## config.mk

```make
export PLATFORM = sky130hd
export DESIGN_NAME = ctl_round
export DESIGN_NICKNAME = d
export VERILOG_FILES = /design/src/rtl/ctl_round.sv
export SDC_FILE = /design/constraint.sdc
export NUM_CORES = 1
export LEC_CHECK = 0
export ABC_AREA = 0
export ABC_CLOCK_PERIOD_IN_PS = 3200
export CAP_MARGIN = 20
export CORE_MARGIN = 10
export CORE_UTILIZATION = 40
export DETAILED_ROUTE_END_ITERATION = 6
export SETUP_SLACK_MARGIN = 0.3
export SYNTH_ARGS = -nofsm -noshare
export SYNTH_HDL_FRONTEND = slang
export SYNTH_SLANG_ARGS = --single-unit
```

## constraint.sdc

```tcl
create_clock -name clk -period 3.2 [get_ports clk]
set_input_delay 0.64 -clock clk [delete_from_list [all_inputs] [get_ports clk]]
set_output_delay 0.64 -clock clk [all_outputs]
set_load 0.01 [all_outputs]
```

## src/rtl/ctl_round.sv

```systemverilog
// Round/game controller for N players: releases ducks, tracks per-player BCD ammo and score,
// decides hit or escape for each duck, and pass/fail plus game over at the end of each round.
module ctl_round #(
    parameter int N_PLAYERS       = 2,
    parameter int AMMO_PER_DUCK   = 3,
    parameter int DUCKS_PER_ROUND = 10,
    parameter int PASS_HITS       = 6,
    parameter int FLY_FRAMES      = 300,
    parameter int RESULT_FRAMES   = 60
) (
    input  logic                     clk,
    input  logic                     rst,
    input  logic                     new_frame,
    input  logic                     start,
    input  logic                     pause,
    input  logic [N_PLAYERS-1:0]     shot,
    input  logic [N_PLAYERS-1:0]     hit,
    output logic                     duck_release,
    output logic                     duck_hit,
    output logic                     duck_escape,
    output logic [8*N_PLAYERS-1:0]   score_bcd,
    output logic [4*N_PLAYERS-1:0]   ammo_bcd,
    output logic [7:0]               round_bcd,
    output logic [3:0]               duck_idx,
    output logic                     game_over
);
    localparam logic [3:0] AMMO_FULL  = 4'(AMMO_PER_DUCK);
    localparam logic [3:0] DUCKS_LAST = 4'(DUCKS_PER_ROUND - 1);
    localparam logic [3:0] PASS_MIN   = 4'(PASS_HITS);
    localparam logic [9:0] FLY_LAST   = 10'(FLY_FRAMES - 1);
    localparam logic [9:0] RES_LAST   = 10'(RESULT_FRAMES - 1);

    typedef enum logic [2:0] {
        S_IDLE,
        S_RELEASE,
        S_FLY,
        S_FALL,
        S_ESCAPE,
        S_ROUND_END,
        S_GAME_OVER
    } state_t;

    state_t                    state_q, state_d;
    logic [N_PLAYERS-1:0][7:0] score_q, score_d;
    logic [N_PLAYERS-1:0][3:0] ammo_q, ammo_d;
    logic [7:0]                round_q, round_d;
    logic [3:0]                duck_q, duck_d;
    logic [3:0]                hits_q, hits_d;
    logic [9:0]                fly_q, fly_d;
    logic [9:0]                res_q, res_d;
    logic                      release_q, release_d;
    logic                      fall_q, fall_d;
    logic                      escape_q, escape_d;
    logic                      over_q, over_d;
    logic                      enter_release;
    logic                      hit_found;

    function automatic logic [7:0] bcd_inc_sat(input logic [7:0] v);
        if (v == 8'h99)
            return v;
        else if (v[3:0] == 4'd9)
            return {v[7:4] + 4'd1, 4'd0};
        else
            return {v[7:4], v[3:0] + 4'd1};
    endfunction

    // Every transition into RELEASE shares the reload/pulse actions, so they are applied once at the end.
    always_comb begin
        state_d       = state_q;
        score_d       = score_q;
        ammo_d        = ammo_q;
        round_d       = round_q;
        duck_d        = duck_q;
        hits_d        = hits_q;
        fly_d         = fly_q;
        res_d         = res_q;
        release_d     = 1'b0;
        enter_release = 1'b0;
        hit_found     = 1'b0;

        if (!pause) begin
            case (state_q)
                S_IDLE, S_GAME_OVER: begin
                    if (start) begin
                        score_d       = '0;
                        duck_d        = '0;
                        round_d       = 8'h01;
                        hits_d        = '0;
                        enter_release = 1'b1;
                    end
                end
                S_RELEASE: state_d = S_FLY;
                S_FLY: begin
                    for (int i = 0; i < N_PLAYERS; i++) begin
                        if (shot[i] && ammo_q[i] != 4'd0) begin
                            ammo_d[i] = ammo_q[i] - 4'd1;
                            if (hit[i] && !hit_found) begin
                                hit_found  = 1'b1;
                                score_d[i] = bcd_inc_sat(score_q[i]);
                            end
                        end
                    end
                    if (new_frame)
                        fly_d = fly_q + 10'd1;
                    if (hit_found) begin
                        state_d = S_FALL;
                        hits_d  = hits_q + 4'd1;
                        res_d   = '0;
                    end else if ((new_frame && fly_q == FLY_LAST) || ammo_d == '0) begin
                        state_d = S_ESCAPE;
                        res_d   = '0;
                    end
                end
                S_FALL, S_ESCAPE: begin
                    if (new_frame) begin
                        res_d = res_q + 10'd1;
                        if (res_q == RES_LAST) begin
                            duck_d = duck_q + 4'd1;
                            if (duck_q == DUCKS_LAST)
                                state_d = S_ROUND_END;
                            else
                                enter_release = 1'b1;
                        end
                    end
                end
                S_ROUND_END: begin
                    if (hits_q >= PASS_MIN) begin
                        round_d       = bcd_inc_sat(round_q);
                        duck_d        = '0;
                        hits_d        = '0;
                        enter_release = 1'b1;
                    end else begin
                        state_d = S_GAME_OVER;
                    end
                end
                default: state_d = S_IDLE;
            endcase
        end

        if (enter_release) begin
            state_d   = S_RELEASE;
            release_d = 1'b1;
            fly_d     = '0;
            for (int i = 0; i < N_PLAYERS; i++)
                ammo_d[i] = AMMO_FULL;
        end

        fall_d   = (state_d == S_FALL);
        escape_d = (state_d == S_ESCAPE);
        over_d   = (state_d == S_GAME_OVER);
    end

    always_ff @(posedge clk or negedge rst) begin
        if (!rst) begin
            state_q   <= S_IDLE;
            score_q   <= '0;
            ammo_q    <= '0;
            round_q   <= 8'h01;
            duck_q    <= '0;
            hits_q    <= '0;
            fly_q     <= '0;
            res_q     <= '0;
            release_q <= 1'b0;
            fall_q    <= 1'b0;
            escape_q  <= 1'b0;
            over_q    <= 1'b0;
        end else begin
            state_q   <= state_d;
            score_q   <= score_d;
            ammo_q    <= ammo_d;
            round_q   <= round_d;
            duck_q    <= duck_d;
            hits_q    <= hits_d;
            fly_q     <= fly_d;
            res_q     <= res_d;
            release_q <= release_d;
            fall_q    <= fall_d;
            escape_q  <= escape_d;
            over_q    <= over_d;
        end
    end

    assign duck_release = release_q;
    assign duck_hit     = fall_q;
    assign duck_escape  = escape_q;
    assign game_over    = over_q;
    assign score_bcd    = score_q;
    assign ammo_bcd     = ammo_q;
    assign round_bcd    = round_q;
    assign duck_idx     = duck_q;
endmodule

```

==> metrics.cfg, run 1 <==
[place]
dp_hpwl_um=7440
globalplace.congestion=0.818
io_buffer_count=48
placed_area_um2=4780

[cts]
cts_buffers=9
clk_root_buffer_cell=clkbuf_8
cts_tree=yes
cts.path.max_buffers=2
clkLatencyLatePin_ns=0.34
hold_buffers=0
cts_sinks=67
cts_resized=0
clk_pin_slew_ns=0.07
cts_setup_buffers=0
cts-htree-levels=3

[timing]
worst_pin_slew_ns=0.951
clock.fmax_mhz=380
relSlewSlack=0.358
setup_tns_ns=0
hold_viol=0
rsz0062_at_grt=no
period_needed_ns=2.63
fin_skew_ns=0.00748
finalSetupViolCount=0
min_period_over_period=0.823
slew_violations=0

[synthesis]
synth_area_leaders=dfrtp_1, ha_1, nand2_1
synth_seq_cells=67
yosys_warnings=0
seq_area_frac_synth=0.405
async_flop_share=1.00
yosysTopAreaCell=dfrtp_1
synth_nets=482
synth.avg_cell_area_um2=9.14
synth.distinct_cells=69
ys.flop_type=dfrtp_1
postSynthCellCount=453
syn_area_um2=4140
yosysTopAreaCellShare=0.399
synth_edf_count=0

[global_routing]
grt-busiest-layer=met2
grt_antenna_before_repair=0
grt_pass1_wl_um=17300
gr-usage-met3=0.0264
grt_pass1_vias=3526
globalRouteOverflowTotal=0
grtUsageTotal=0.142
grt_use_met2=0.235
grt_max_degree=68
globalRouteMet1Util=0.182

[finish]
finalInstanceArea_um2=4950
nets=539
drive_gt1_frac=0.0975
n_antenna_cell=0
area_delta_synth_final_pct=19.5

[drt]
route.detailed.drc=0
antenna_left=0
viasPerCell=5.48
first_iter_violations=275
routedWlPerCell_um=15.7
dr.pass1.iters=4
wirelength_um=10200
dr_total_vias=3554

[critical_path]
cp.buffers_inverters=1
crit_chain=clkdlybuf4s50_1 -> nor4b_1 -> and3b_2 -> a211oi_2 -> a31oi_1 -> a211o_2 -> nor3_1
endpoint_kind=register
path_max_fanout=7
crit_path_start_kind=input port
rr_worst_depth=7
crit_cells=7
slowest_delay_ns=0.55
path_class=input port to register
required_ns=3.45
crit_arrival_ns=2.88
cp_top_family=compound AO/OA/AOI/OAI gates
cpMaxStageDelayCell=clkdlybuf4s50_1

[pwr]
irDropWorstVdd_uv=289
p_per_area_nw_per_um2=680
p_leak_nw=2.11
internal_power_mw=1.97
seq_power_share=0.390
swShare=0.414
comb_power_share=0.426
clkPwrFrac=0.185
p_switching_mw=1.39

[floorplan]
die_x_um=122
io_pins=49
die-area_um2=14800
start_util=0.407
die_h_um=122
rows=37
core-area_um2=10200

[min_path]
hold_path.class=input port to async pin

[run]
drv_cap=0

[outcome]
outcome=finished, final reports clean

## cell usage in the layout (no fill, tap or decap), types with 11 or more instances in the layout
cell             instances
buf_4                   11
nand2_1                 51
nand3_1                 28
nand4_1                 13
clkdlybuf4s50_1         47
xor2_1                  13
o21ai_0                 36
a21oi_1                 17
nor3_1                  12
clkbuf_8                11
inv_1                   24
ha_1                    20
nor2_1                  34
dfrtp_1                 66
## per-stage QoR
step	power, mW	std cells	utilization	setup slack, ns	hold WS [ns]
2_1_floorplan	2.24	453	-	0.858	0.344
3_3_place_gp	2.74	635	0.470	0.301	0.492
3_5_place_dp	2.76	635	0.470	0.228	0.505
4_1_cts	3.41	649	0.486	0.575	0.517
5_1_grt	3.65	649	0.486	0.316	0.549
6_report	3.36	649	0.486	0.567	0.482
## power groups by stage
stage | Sequential (mW) | Clock [mW] | Combinational [mW]
floorplan | 1.25 | 0 | 0.991
finish | 1.31 | 0.622 | 1.43
global placement | 1.32 | 0 | 1.42
detailed placement | 1.32 | 0 | 1.44
CTS | 1.31 | 0.650 | 1.45
global route | 1.35 | 0.684 | 1.61
## state kept, by name, indices dropped and copies added, names as in the netlist
name,flops
score_bcd,16
fly_q,10
res_q,10
ammo_bcd,8
round_bcd,8
duck_idx,4
hits_q,4
state_q,3
duck_escape,1
duck_hit,1
duck_release,1
game_over,1
## final timing paths
check,from,to,slack (ns)
max,new_frame,game_over,0.57
min,rst,score_bcd[9],0.48
max reg2reg,ammo_bcd[0],res_q[1],0.59
min reg2reg,round_bcd[0],round_bcd[0],0.51
max in group asynchronous,rst,ammo_bcd[3],2.14
min in group clk,round_bcd[0],round_bcd[0],0.51
## cell type report
class                           count  area, µm²
Fill cell                         992       5230
Multi-Input combinational cell    348       2280
Sequential cell                    67       1680
Timing Repair Buffer               59        558
Tap cell                          136        170
Clock buffer                       11        151
Inverter                           25       93.8
Clock inverter                      3       15.0
## layer usage
layer,wire [µm],vias to the layer above,part of all wire
met2,4890,62,0.48
met3,406,8,0.040
met5,0,-,0
li1,-,1755,-
met1,4770,1729,0.47
met4,117,0,0.011
## cells by family after synthesis
logic type      share of synthesized area
compound gates                      0.186
xor+xnor                           0.0360
fa+ha+maj                          0.0631
buf+inv                            0.0432
flops                               0.405
mux                               0.00483
simple gates                        0.261
## synth_stat cells, types with 5 or more instances
| cell type | n |
|---|---|
| nor2_1 | 34 |
| o22a_1 | 6 |
| dfrtp_1 | 66 |
| nor3_1 | 12 |
| o31ai_1 | 9 |
| nand2b_1 | 6 |
| nand2_1 | 51 |
| and3_1 | 7 |
| nand3b_1 | 6 |
| a21oi_1 | 17 |
| inv_1 | 24 |
| ha_1 | 20 |
| nand3_1 | 28 |
| a21o_1 | 6 |
| xor2_1 | 13 |
| o21ai_0 | 36 |
| nand4_1 | 13 |
| and2_1 | 5 |
No activity file was read; power rests on OpenSTA's default activity.
==> inputs of run 2 (changes only) <==
--- a/config.mk
+++ b/config.mk
@@ -6,7 +6,7 @@
 export NUM_CORES = 1
 export LEC_CHECK = 0
 export ABC_AREA = 0
-export ABC_CLOCK_PERIOD_IN_PS = 3200
+export ABC_CLOCK_PERIOD_IN_PS = 2550
 export CAP_MARGIN = 20
 export CORE_MARGIN = 10
 export CORE_UTILIZATION = 40
==> constraint.sdc (replaced) <==
create_clock -name clk -period 2.55 [get_ports clk]
set_input_delay 0.51 -clock clk [delete_from_list [all_inputs] [get_ports clk]]
set_output_delay 0.51 -clock clk [all_outputs]
set_load 0.01 [all_outputs]
==> run 2 against run 1 <==
Effect of this change:
- first-iteration DRC count down 17%
- clock power increased by 41%
- global-route usage is 0.28 points lower
- clock skew is 0.0019 ns higher
- via count up 4.2%
- wire length down 0.19%
- power is 38% higher
- cell count up 4.8%
- flip-flop and latch count unchanged
- sequential share of layout area down 2.3 points
- non-clock buffer count is 29 higher
- critical endpoint is now res_q[7]
- largest cell class unchanged
- largest power group unchanged
==> metrics.cfg, run 2 (same netlist as run 1, synthesis figures left out) <==
[pwr]
clkPwrFrac=0.190  ; was 0.185
p_per_area_nw_per_um2=871  ; was 680 nW/µm²
seq_power_share=0.346  ; was 0.390
swShare=0.398  ; was 0.414
comb_power_share=0.464  ; was 0.426
power.total_mw=4.63  ; was 3.36 mW
internal_power_mw=2.79  ; was 1.97 mW
p_leak_nw=2.29  ; was 2.11 nW
p_switching_mw=1.84  ; was 1.39 mW
irDropWorstVdd_uv=438  ; was 289 µV

[finish]
final_cell_mix=dfrtp_1, nand2_1, clkdlybuf4s50_1, buf_4  ; was dfrtp_1, nand2_1, clkdlybuf4s50_1, o21ai_0, nor2_1
n_antenna_cell=0  ; unchanged
area_delta_synth_final_pct=28.5  ; was 19.5%
utilization=0.523  ; was 0.486
largest_reg_flops=16  ; unchanged
n_fill_cell=960  ; was 992
final_common_cell=dfrtp_1  ; unchanged
nets=568  ; was 539
drive_gt1_frac=0.184  ; was 0.0975

[global_routing]
grt_pass1_wl_um=17000  ; was 17300 µm
grtUsageTotal=0.139  ; was 0.142
grt_pass1_vias=3562  ; was 3526
grt_max_degree=42  ; was 68
globalRouteOverflowTotal=0  ; unchanged
grt_antenna_before_repair=0  ; unchanged

[critical_path]
crit_start=ammo_bcd[4]  ; was new_frame
rr_worst_depth=9  ; was 7
required_ns=2.78  ; was 3.45 ns
crit_chain=inv_2 -> ha_4 -> or3b_4 -> a211oi_4 -> o211ai_2 -> o31ai_4 -> o31ai_4 -> buf_12 -> a21o_1  ; was clkdlybuf4s50_1 -> nor4b_1 -> and3b_2 -> a211oi_2 -> a31oi_1 -> a211o_2 -> nor3_1
reg2reg_slack_ns=0.29  ; was 0.59 ns
crit_arrival_ns=2.48  ; was 2.88 ns
r2r_start=ammo_bcd[4]  ; was ammo_bcd[0]
path_max_fanout=10  ; was 7
cpMaxStageDelayCell=dfrtp_1  ; was clkdlybuf4s50_1
path_class=register to register  ; was input port to register
endpoint_kind=register  ; unchanged
r2r_end=res_q[7]  ; was res_q[1]
crit_end=res_q[7]  ; was game_over
crit_top_cell=o31ai_4
slowest_delay_ns=0.40  ; was 0.55 ns
crit_path_start_kind=register  ; was input port

[cts]
cts_sinks=67  ; unchanged
cts-htree-levels=3  ; unchanged
clk_pin_slew_ns=0.07  ; about the same
clk_root_buffer_cell=clkbuf_8  ; unchanged
clkLatencyLatePin_ns=0.34  ; about the same
hold_buffers=0  ; unchanged
cts_tree=yes  ; unchanged
cts_buffers=9  ; unchanged
cts.path.max_buffers=2  ; unchanged

[run]
drv_cap=0  ; unchanged

[timing]
hold_viol=0  ; unchanged
min_period_over_period=0.885
rsz0062_at_grt=yes  ; was no
period_needed_ns=2.26
setup_slack_ns=0.294  ; was 0.567 ns
worst_pin_slew_ns=0.668  ; was 0.951 ns
slew_violations=0  ; unchanged
clock.fmax_mhz=443
fin_skew_ns=0.00943  ; was 0.00748 ns
relSlewSlack=0.554  ; was 0.358
finalSetupViolCount=0  ; unchanged

[drt]
first_iter_violations=228  ; was 275
route.detailed.drc=0  ; unchanged
dr_total_vias=3704  ; was 3554
wirelength_um=10200  ; about the same
antenna_left=0  ; unchanged
dr.pass1.iters=4  ; unchanged
viasPerCell=5.45  ; was 5.48
routedWlPerCell_um=14.9  ; was 15.7 µm

[place]
place_ws_ns=-0.0794  ; was 0.228 ns
globalplace.congestion=0.866  ; was 0.818
dp_hpwl_um=7380  ; was 7440 µm
io_buffer_count=48  ; unchanged

[floorplan]
start_util=0.407  ; unchanged
die_x_um=122  ; unchanged
die-area_um2=14800  ; unchanged
rows=37  ; unchanged
core-area_um2=10200  ; unchanged
die_h_um=122  ; unchanged
io_pins=49  ; unchanged

[min_path]
hold_path.class=input port to async pin  ; unchanged

[outcome]
outcome=finished, final reports clean  ; unchanged

[run 2: changes by cell type in the layout (fill, tap and decap cells not counted), sizes merged]
cell	before	now
clkinvlp	0	1
bufinv	0	1
buf	12	41
dlymetal6s2s	0	1
clkdlybuf4s50	47	46
[run 2: per-stage QoR]
step / TNS (ns) / hold slack [ns] / cell area, µm² / std cells
after floorplan: 0 / 0.214 / 4140 / 453
after global placement: -0.0736 / 0.492 / 4970 / 658
after detailed placement: -0.269 / 0.497 / 4970 / 658
after CTS: 0 / 0.197 / 5240 / 677
after global routing: 0 / 0.222 / 5320 / 680
final: 0 / 0.192 / 5320 / 680
[run 2: layer usage]
metal / vias to the layer above / track usage / share of wire
met5: - / 0 / 0
li1: 1818 / - / -
met2: 84 / 0.208 / 0.45
met3: 11 / 0.0463 / 0.069
met4: 0 / 0.0484 / 0.012
met1: 1791 / 0.183 / 0.47
[run 2: repair_timing]
action,4_1_cts,5_1_grt
pin swaps,7,3
gates resized for setup,11,17
gates cloned,0,0
buffers inserted,3,3
endpoints found under the setup margin,16,30
[run 2: cell type report]
class / count / area [µm²] / area share
Clock buffer: 11 / 141 / 0.0266
Clock inverter: 5 / 52.6 / 0.00987
Inverter: 25 / 93.8 / 0.0176
Multi-Input combinational cell: 348 / 2380 / 0.447
Sequential cell: 67 / 1680 / 0.316
Tap cell: 136 / 170 / 0.0320
Timing Repair Buffer: 88 / 803 / 0.151
[run 2: worst max-delay path, delay by kind of cell (launching register included)]
family / cells / cell delay (ns)
DFF: 1 / 0.40
adders and majority gates: 1 / 0.12
buffers and inverters: 2 / 0.24
and+or+nand+nor: 1 / 0.40
AOI/OAI and AO/OA: 5 / 0.98
[run 2: how the worst min path moves through the flow]
stage	to	slack [ns]	depth (start not counted)
after floorplan	ammo_bcd[0]	0.21	0
after global placement	round_bcd[0]	0.49	2
after detailed placement	round_bcd[0]	0.50	2
after CTS	round_bcd[4]	0.20	1
after global routing	round_bcd[4]	0.22	1
final	round_bcd[4]	0.19	1
[run 2: power groups by stage]
stage / sequential [mW] / clock, mW / combinational, mW
2_1_floorplan: 1.57 / 0 / 1.24
3_3_place_gp: 1.59 / 0 / 1.97
3_5_place_dp: 1.60 / 0 / 2.01
4_1_cts: 1.59 / 0.914 / 2.10
5_1_grt: 1.64 / 0.950 / 2.39
6_report: 1.60 / 0.879 / 2.15
